`config.mk`:
```
export PLATFORM = sky130hd
export DESIGN_NAME = dm_bus_arbiter
export DESIGN_NICKNAME = d
export VERILOG_FILES = /design/src/rtl/dm_arb_pkg.sv /design/src/rtl/dm_arb_rr.sv /design/src/rtl/dm_bus_arbiter.sv
export SDC_FILE = /design/constraint.sdc
export NUM_CORES = 1
export LEC_CHECK = 0
export BUFFER_PORTS_ARGS = -buffer_cell sky130_fd_sc_hd__buf_2
export CAP_MARGIN = 20
export CORE_AREA = 3 3 121 123
export CTS_BUF_LIST = sky130_fd_sc_hd__clkbuf_8
export DETAILED_ROUTE_END_ITERATION = 6
export DIE_AREA = 0 0 124 126
export PLACE_DENSITY = 0.59
export SYNTH_ARGS = -nofsm -noshare
export SYNTH_HDL_FRONTEND = slang
export SYNTH_SLANG_ARGS = --single-unit
```
`constraint.sdc`:
```
create_clock -name clk -period 7.05 [get_ports clk]
set_input_delay 1.0575 -clock clk [delete_from_list [all_inputs] [get_ports clk]]
set_output_delay 1.0575 -clock clk [all_outputs]
set_load 0.03 [all_outputs]
```
`src/rtl/dm_arb_pkg.sv`:
```
// Shared types and constants for the two-master data-memory bus arbiter.
package dm_arb_pkg;

  typedef enum logic [1:0] {
    ST_IDLE = 2'd0,
    ST_OWN0 = 2'd1,
    ST_OWN1 = 2'd2
  } arb_state_t;

  localparam logic [31:0] DM_LIMIT_DEF = 32'h0000_3000;

  localparam logic M0 = 1'b0;
  localparam logic M1 = 1'b1;

  function automatic arb_state_t own_state(input logic m);
    return m ? ST_OWN1 : ST_OWN0;
  endfunction

endpackage

```
`src/rtl/dm_arb_rr.sv`:
```
// Two-way round-robin pick for the idle state, plus the rr_last history bit.
module dm_arb_rr
  import dm_arb_pkg::*;
(
  input  logic clk,
  input  logic reset,
  input  logic arb_en,
  input  logic req0,
  input  logic req1,
  input  logic force_set,
  input  logic force_val,
  output logic pick,
  output logic pick_valid
);

  logic rr_last;
  logic tie;

  assign tie = req0 & req1;

  always_comb begin
    pick_valid = arb_en & (req0 | req1);
    pick       = M0;
    if (tie) begin
      pick = ~rr_last;
    end else if (req1) begin
      pick = M1;
    end
  end

  // History only moves on an idle tie or on a forced hold-limit release.
  always_ff @(posedge clk or negedge reset) begin
    if (!reset) begin
      rr_last <= M1;
    end else if (arb_en && tie) begin
      rr_last <= pick;
    end else if (force_set) begin
      rr_last <= force_val;
    end
  end

endmodule

```
`src/rtl/dm_bus_arbiter.sv`:
```
// Arbitrates two masters onto one data-memory port with locked ownership,
// a per-owner hold limit and out-of-range error responses.
module dm_bus_arbiter
  import dm_arb_pkg::*;
#(
  parameter int unsigned MAX_HOLD = 4,
  parameter logic [31:0] DM_LIMIT = DM_LIMIT_DEF
) (
  input  logic        clk,
  input  logic        reset,
  input  logic        m0_req,
  input  logic        m0_lock,
  input  logic [31:0] m0_addr,
  input  logic [31:0] m0_wdata,
  input  logic [3:0]  m0_byteen,
  output logic        m0_gnt,
  output logic        m0_rvalid,
  output logic [31:0] m0_rdata,
  output logic        m0_err,
  input  logic        m1_req,
  input  logic        m1_lock,
  input  logic [31:0] m1_addr,
  input  logic [31:0] m1_wdata,
  input  logic [3:0]  m1_byteen,
  output logic        m1_gnt,
  output logic        m1_rvalid,
  output logic [31:0] m1_rdata,
  output logic        m1_err,
  output logic [31:0] mem_addr,
  output logic [31:0] mem_wdata,
  output logic [3:0]  mem_byteen,
  input  logic [31:0] mem_rdata
);

  localparam int unsigned    HW       = $clog2(MAX_HOLD + 1);
  localparam logic [HW-1:0]  HOLD_ONE = HW'(1);
  localparam logic [HW-1:0]  HOLD_LIM = HW'(MAX_HOLD);

  arb_state_t    state;
  logic [HW-1:0] hold_cnt;
  logic [HW-1:0] hold_inc;
  logic          at_limit;

  logic          pick;
  logic          pick_valid;
  logic          gnt_any;
  logic          sel;
  logic          sel_lock;
  logic [31:0]   sel_addr;
  logic [31:0]   sel_wdata;
  logic [3:0]    sel_be;
  logic          oor;
  logic          is_read;
  logic          resp;
  logic          forced;

  dm_arb_rr u_rr (
    .clk        (clk),
    .reset      (reset),
    .arb_en     (reset && (state == ST_IDLE)),
    .req0       (m0_req),
    .req1       (m1_req),
    .force_set  (forced),
    .force_val  (sel),
    .pick       (pick),
    .pick_valid (pick_valid)
  );

  // The grant is combinational so the access lands on the same edge it is won.
  always_comb begin
    sel     = pick;
    gnt_any = 1'b0;
    case (state)
      ST_IDLE: begin
        sel     = pick;
        gnt_any = pick_valid;
      end
      ST_OWN0: begin
        sel     = M0;
        gnt_any = m0_req;
      end
      ST_OWN1: begin
        sel     = M1;
        gnt_any = m1_req;
      end
      default: begin
        sel     = M0;
        gnt_any = 1'b0;
      end
    endcase
    if (!reset) begin
      gnt_any = 1'b0;
    end
  end

  assign sel_lock  = sel ? m1_lock   : m0_lock;
  assign sel_addr  = sel ? m1_addr   : m0_addr;
  assign sel_wdata = sel ? m1_wdata  : m0_wdata;
  assign sel_be    = sel ? m1_byteen : m0_byteen;

  assign oor     = (sel_addr >= DM_LIMIT);
  assign is_read = (sel_be == '0);
  assign resp    = gnt_any && (is_read || oor);

  assign hold_inc = hold_cnt + HOLD_ONE;
  assign at_limit = (hold_inc == HOLD_LIM);
  assign forced   = gnt_any && (state != ST_IDLE) && at_limit;

  assign m0_gnt = gnt_any && (sel == M0);
  assign m1_gnt = gnt_any && (sel == M1);

  assign mem_addr   = gnt_any ? sel_addr  : '0;
  assign mem_wdata  = gnt_any ? sel_wdata : '0;
  assign mem_byteen = (gnt_any && !oor) ? sel_be : '0;

  always_ff @(posedge clk or negedge reset) begin
    if (!reset) begin
      state     <= ST_IDLE;
      hold_cnt  <= '0;
      m0_rvalid <= 1'b0;
      m1_rvalid <= 1'b0;
      m0_err    <= 1'b0;
      m1_err    <= 1'b0;
      m0_rdata  <= '0;
      m1_rdata  <= '0;
    end else begin
      m0_rvalid <= resp && (sel == M0);
      m1_rvalid <= resp && (sel == M1);
      m0_err    <= gnt_any && oor && (sel == M0);
      m1_err    <= gnt_any && oor && (sel == M1);
      if (resp) begin
        if (sel == M1) begin
          m1_rdata <= oor ? '0 : mem_rdata;
        end else begin
          m0_rdata <= oor ? '0 : mem_rdata;
        end
      end

      case (state)
        ST_IDLE: begin
          if (gnt_any && sel_lock && (MAX_HOLD > 1)) begin
            state    <= own_state(sel);
            hold_cnt <= HOLD_ONE;
          end else begin
            hold_cnt <= '0;
          end
        end
        ST_OWN0, ST_OWN1: begin
          // A missing request releases without an access; otherwise the
          // access counts toward the hold limit before any release.
          if (!gnt_any || !sel_lock || at_limit) begin
            state    <= ST_IDLE;
            hold_cnt <= '0;
          end else begin
            hold_cnt <= hold_inc;
          end
        end
        default: begin
          state    <= ST_IDLE;
          hold_cnt <= '0;
        end
      endcase
    end
  end

endmodule

```
==> qor.csv <==
stage,metric,value,unit
cts,cts_tree,yes,
grt,grt_util_all_layers,20.7,%
setup_path,critical_path.top_delay_family,compound AO/OA/AOI/OAI gates,
sta,worst-slew-pin-transition,0.943,ns
floorplanning,core_area,13800,sq um
sta,maxClockFrequency,215,MHz
cts,cts_hold_repair.buffers,0,
setup_path,path_cells,"inv_1, ha_1, o21ai_0, a211o_1, nand2b_1, inv_2, a22o_1, buf_2",
final_layout,multi_input_area,1800,sq um
final_layout,most-common-layout-cells,"buf_2, dfrtp_1, a32o_1",
final_layout,most_frequent_standard_cell_in_the_layout_excluding_fill_and_tap_cells,buf_2,
pwr,power.ir.vdd_worst,176,uV
synthesis,post_synth_instance_area,3870,sq um
setup_path,cpMaxStageDelayCell,a211o_1,
grt,grt_pass1_wl,24700,um
setup_path,path_buf_inv,3,
synthesis,synth.ff_latch_count,74,
routing,post_detailed_route_count_of_antenna_violating_nets,0,
synthesis,netlist-cell-type-count,37,
pwr,design_power_total,1.67,mW
setup_path,worstReg2RegStart,state[0],
placed_design,place_hpwl,13200,um
final_layout,final_layout_fill_cell_count,1402,
floorplanning,initial_core_utilization,28.1,%
routing,drtPass1Iterations,4,
routing,post-route-drc-count,0,
setup_path,cp.arrival,3.60,ns
routing,dr.first_iter.drc_count,256,
cts,cts.sink_count,74,
setup_path,timing.critical_path.fanout_max,45,
synthesis,share_of_synthesized_area_spent_on_multiplexers,1.81,%
setup_path,worst_setup_path_end_kind,primary output,
sta,slew_viol_final,0,
routing,via_count,4456,
cts,post-cts-setup-buffer-count,0,
synthesis,yosysWarnings,0,
grt,grt_use_met3,6.38,%
floorplanning,fp-row-count,43,
synthesis,synth_cells,357,
floorplanning,design.portCount,312,
grt,grt_antenna_before_repair,3,
sta,finalSetupViolCount,0,
setup_path,critical-path-max-stage-delay,0.67,ns
synthesis,yosys.area_share.adder,1.94,%
sta,min_period_over_period,66.1,%
sta,finalCriticalPeriod,4.66,ns
floorplanning,die-area,15600,sq um
grt,global_route.peak_usage_layer,met2,
sta,setup_tns,0,ns
floorplanning,die-height,126,um
final_layout,fin_nets,828,
grt,grt_util_met1,27.1,%
setup_path,cp-start-kind,register,
placed_design,postPlaceCellArea,5520,sq um
cts,cts.htree.levels,3,
synthesis,synth_simple_gate_area_share,9.99,%
routing,wirelength,17200,um
cts,post_cts_resize_count,0,
final_layout,layout.cell_area.non_filler,5720,sq um
min_path,worst_hold_path.num_cells,1,
pwr,power.density,291,nW/um^2
sta,finalHoldViolations,0,
setup_path,required,5.99,ns
final_layout,area_occupied_by_registers,1850,sq um
pwr,p_leak,3.18,nW
setup_path,worstRegToRegCells,7,
setup_path,critical_path.reg2reg.endpoint,m1_rdata[2],
sta,grt_setup_unrepaired,false,
synthesis,synth.yosys.seq_area_share,47.9,%
min_path,hold_crit_start,m0_rdata[6],
run_status,status,"finished, final reports clean",
grt,first_global_vias,4365,
synthesis,synth_top_family_by_area,compound AO/OA/AOI/OAI gates,
routing,route.detailed.vias_per_inst,5.34,
final_layout,final_layout_size_suffix_gt1_share,52.7,%
floorplanning,chipWidth,124,um
synthesis,postSynthNetCount,537,
min_path,hold_path_end,m0_rdata[6],
grt,grt-ovfl-total,0,
cts,clock_latency,0.36,ns
cts,cts_made_buffers,9,
sta,worst_clock_skew,0.0124,ns
setup_path,timing_worst_setup_path_type,reg2out,
synthesis,synth-xor-area-share,0.226,%
placed_design,port-buffer-count,311,
placed_design,gp_congestion,0.898,
grt,gr-usage-met2,31.6,%
synthesis,synth-compound-area-share,32.4,%
synthesis,postSynthAreaPerCell,10.8,sq um
routing,avgRoutedWirePerCell,20.7,um
final_layout,flow.area_growth_from_synthesis,48.0,%
cts,clock-root-buffer,clkbuf_8,
min_path,hold_path.class,reg2reg,
run,max-cap-violations,0,
cts,number_of_buffers_on_the_longest_clock_path,2,
sta,worst_slew_margin_rel,37.1,%
cts,cts.reportedPaths.clkPinSlew,0.08,ns
grt,maximum_number_of_pins_on_one_net_before_global_route_repair,76,
setup_path,regToRegSetupSlack,4.02,ns
==> where the power goes <==
| part | total, mW | internal [mW] | switching (mW) |
|---|---|---|---|
| logic | 0.877 | 0.260 | 0.617 |
| registers | 0.451 | 0.440 | 0.0109 |
| clock network | 0.338 | 0.166 | 0.172 |
==> state kept, by name (all words and copies together), names as in the netlist <==
name / cells
m1_rvalid: 1
u_rr.rr_last: 1
state: 2
m0_rvalid: 1
m0_err: 1
hold_cnt: 3
m1_err: 1
m0_rdata: 32
m1_rdata: 32
==> synth_stat cells (all sizes together) <==
cell type | instances | area [sq um]
dfrtp | 73 | 1830
a32o | 64 | 641
a22o | 44 | 385
nand2 | 44 | 168
buf | 25 | 139
a21oi | 21 | 105
clkbuf | 12 | 45.0
inv | 10 | 37.5
nor4 | 10 | 62.6
mux2i | 7 | 70.1
ha | 6 | 75.1
nor2 | 5 | 18.8
nor3 | 5 | 41.3
nand3 | 4 | 20.0
nor3b | 4 | 30.0
a211o | 3 | 26.3
a211oi | 3 | 22.5
a31o | 2 | 17.5
nand2b | 2 | 12.5
o21ai | 2 | 10.0
or2 | 2 | 12.5
or4 | 2 | 15.0
a22oi | 1 | 7.51
a311o | 1 | 10.0
a31oi | 1 | 21.3
dfstp | 1 | 26.3
nand4 | 1 | 6.26
o21a | 1 | 7.51
xnor2 | 1 | 8.76
==> through the flow <==
stage,hold WS [ns],utilization [%],setup slack [ns],instances
after floorplan,0.510,-,3.11,357
after global placement,0.470,40.1,2.65,817
after detailed placement,0.476,40.1,2.57,817
after CTS,0.494,41.5,2.37,833
after global routing,0.514,41.6,2.15,835
final,0.490,41.6,2.39,835
==> layer usage <==
layer	up-vias	routed length, um
met4	2	472
li1	1995	-
met1	2180	7050
met3	28	1840
met5	-	11
met2	251	7880
==> cells by family after synthesis <==
logic type,count (synthesis)
compound gates,143
simple gates,79
flops,74
buf+inv,47
mux,7
fa+ha+maj,6
xor+xnor,1
==> how the worst max path moves through the flow <==
stage,from,end,slack (ns),depth (start not counted)
4_1_cts,state[1],mem_addr[1],2.37,8
5_1_grt,state[0],mem_addr[10],2.15,8
3_5_place_dp,m1_req,mem_addr[1],2.57,7
2_1_floorplan,m0_req,mem_byteen[0],3.11,9
3_3_place_gp,m1_req,mem_addr[1],2.65,7
6_report,state[0],mem_addr[7],2.39,8
==> final cells by class <==
| class | count | area share, % |
|---|---|---|
| diodes | 2 | 0.0874 |
| repair buffers | 317 | 28.0 |
| well taps | 180 | 3.93 |
| clock buffers | 9 | 2.16 |
| flip-flops and latches | 74 | 32.4 |
| clock inverters | 7 | 1.33 |
| inverters | 10 | 0.656 |
| multi-input cells | 236 | 31.4 |
Power figures use the tool's default switching activity.
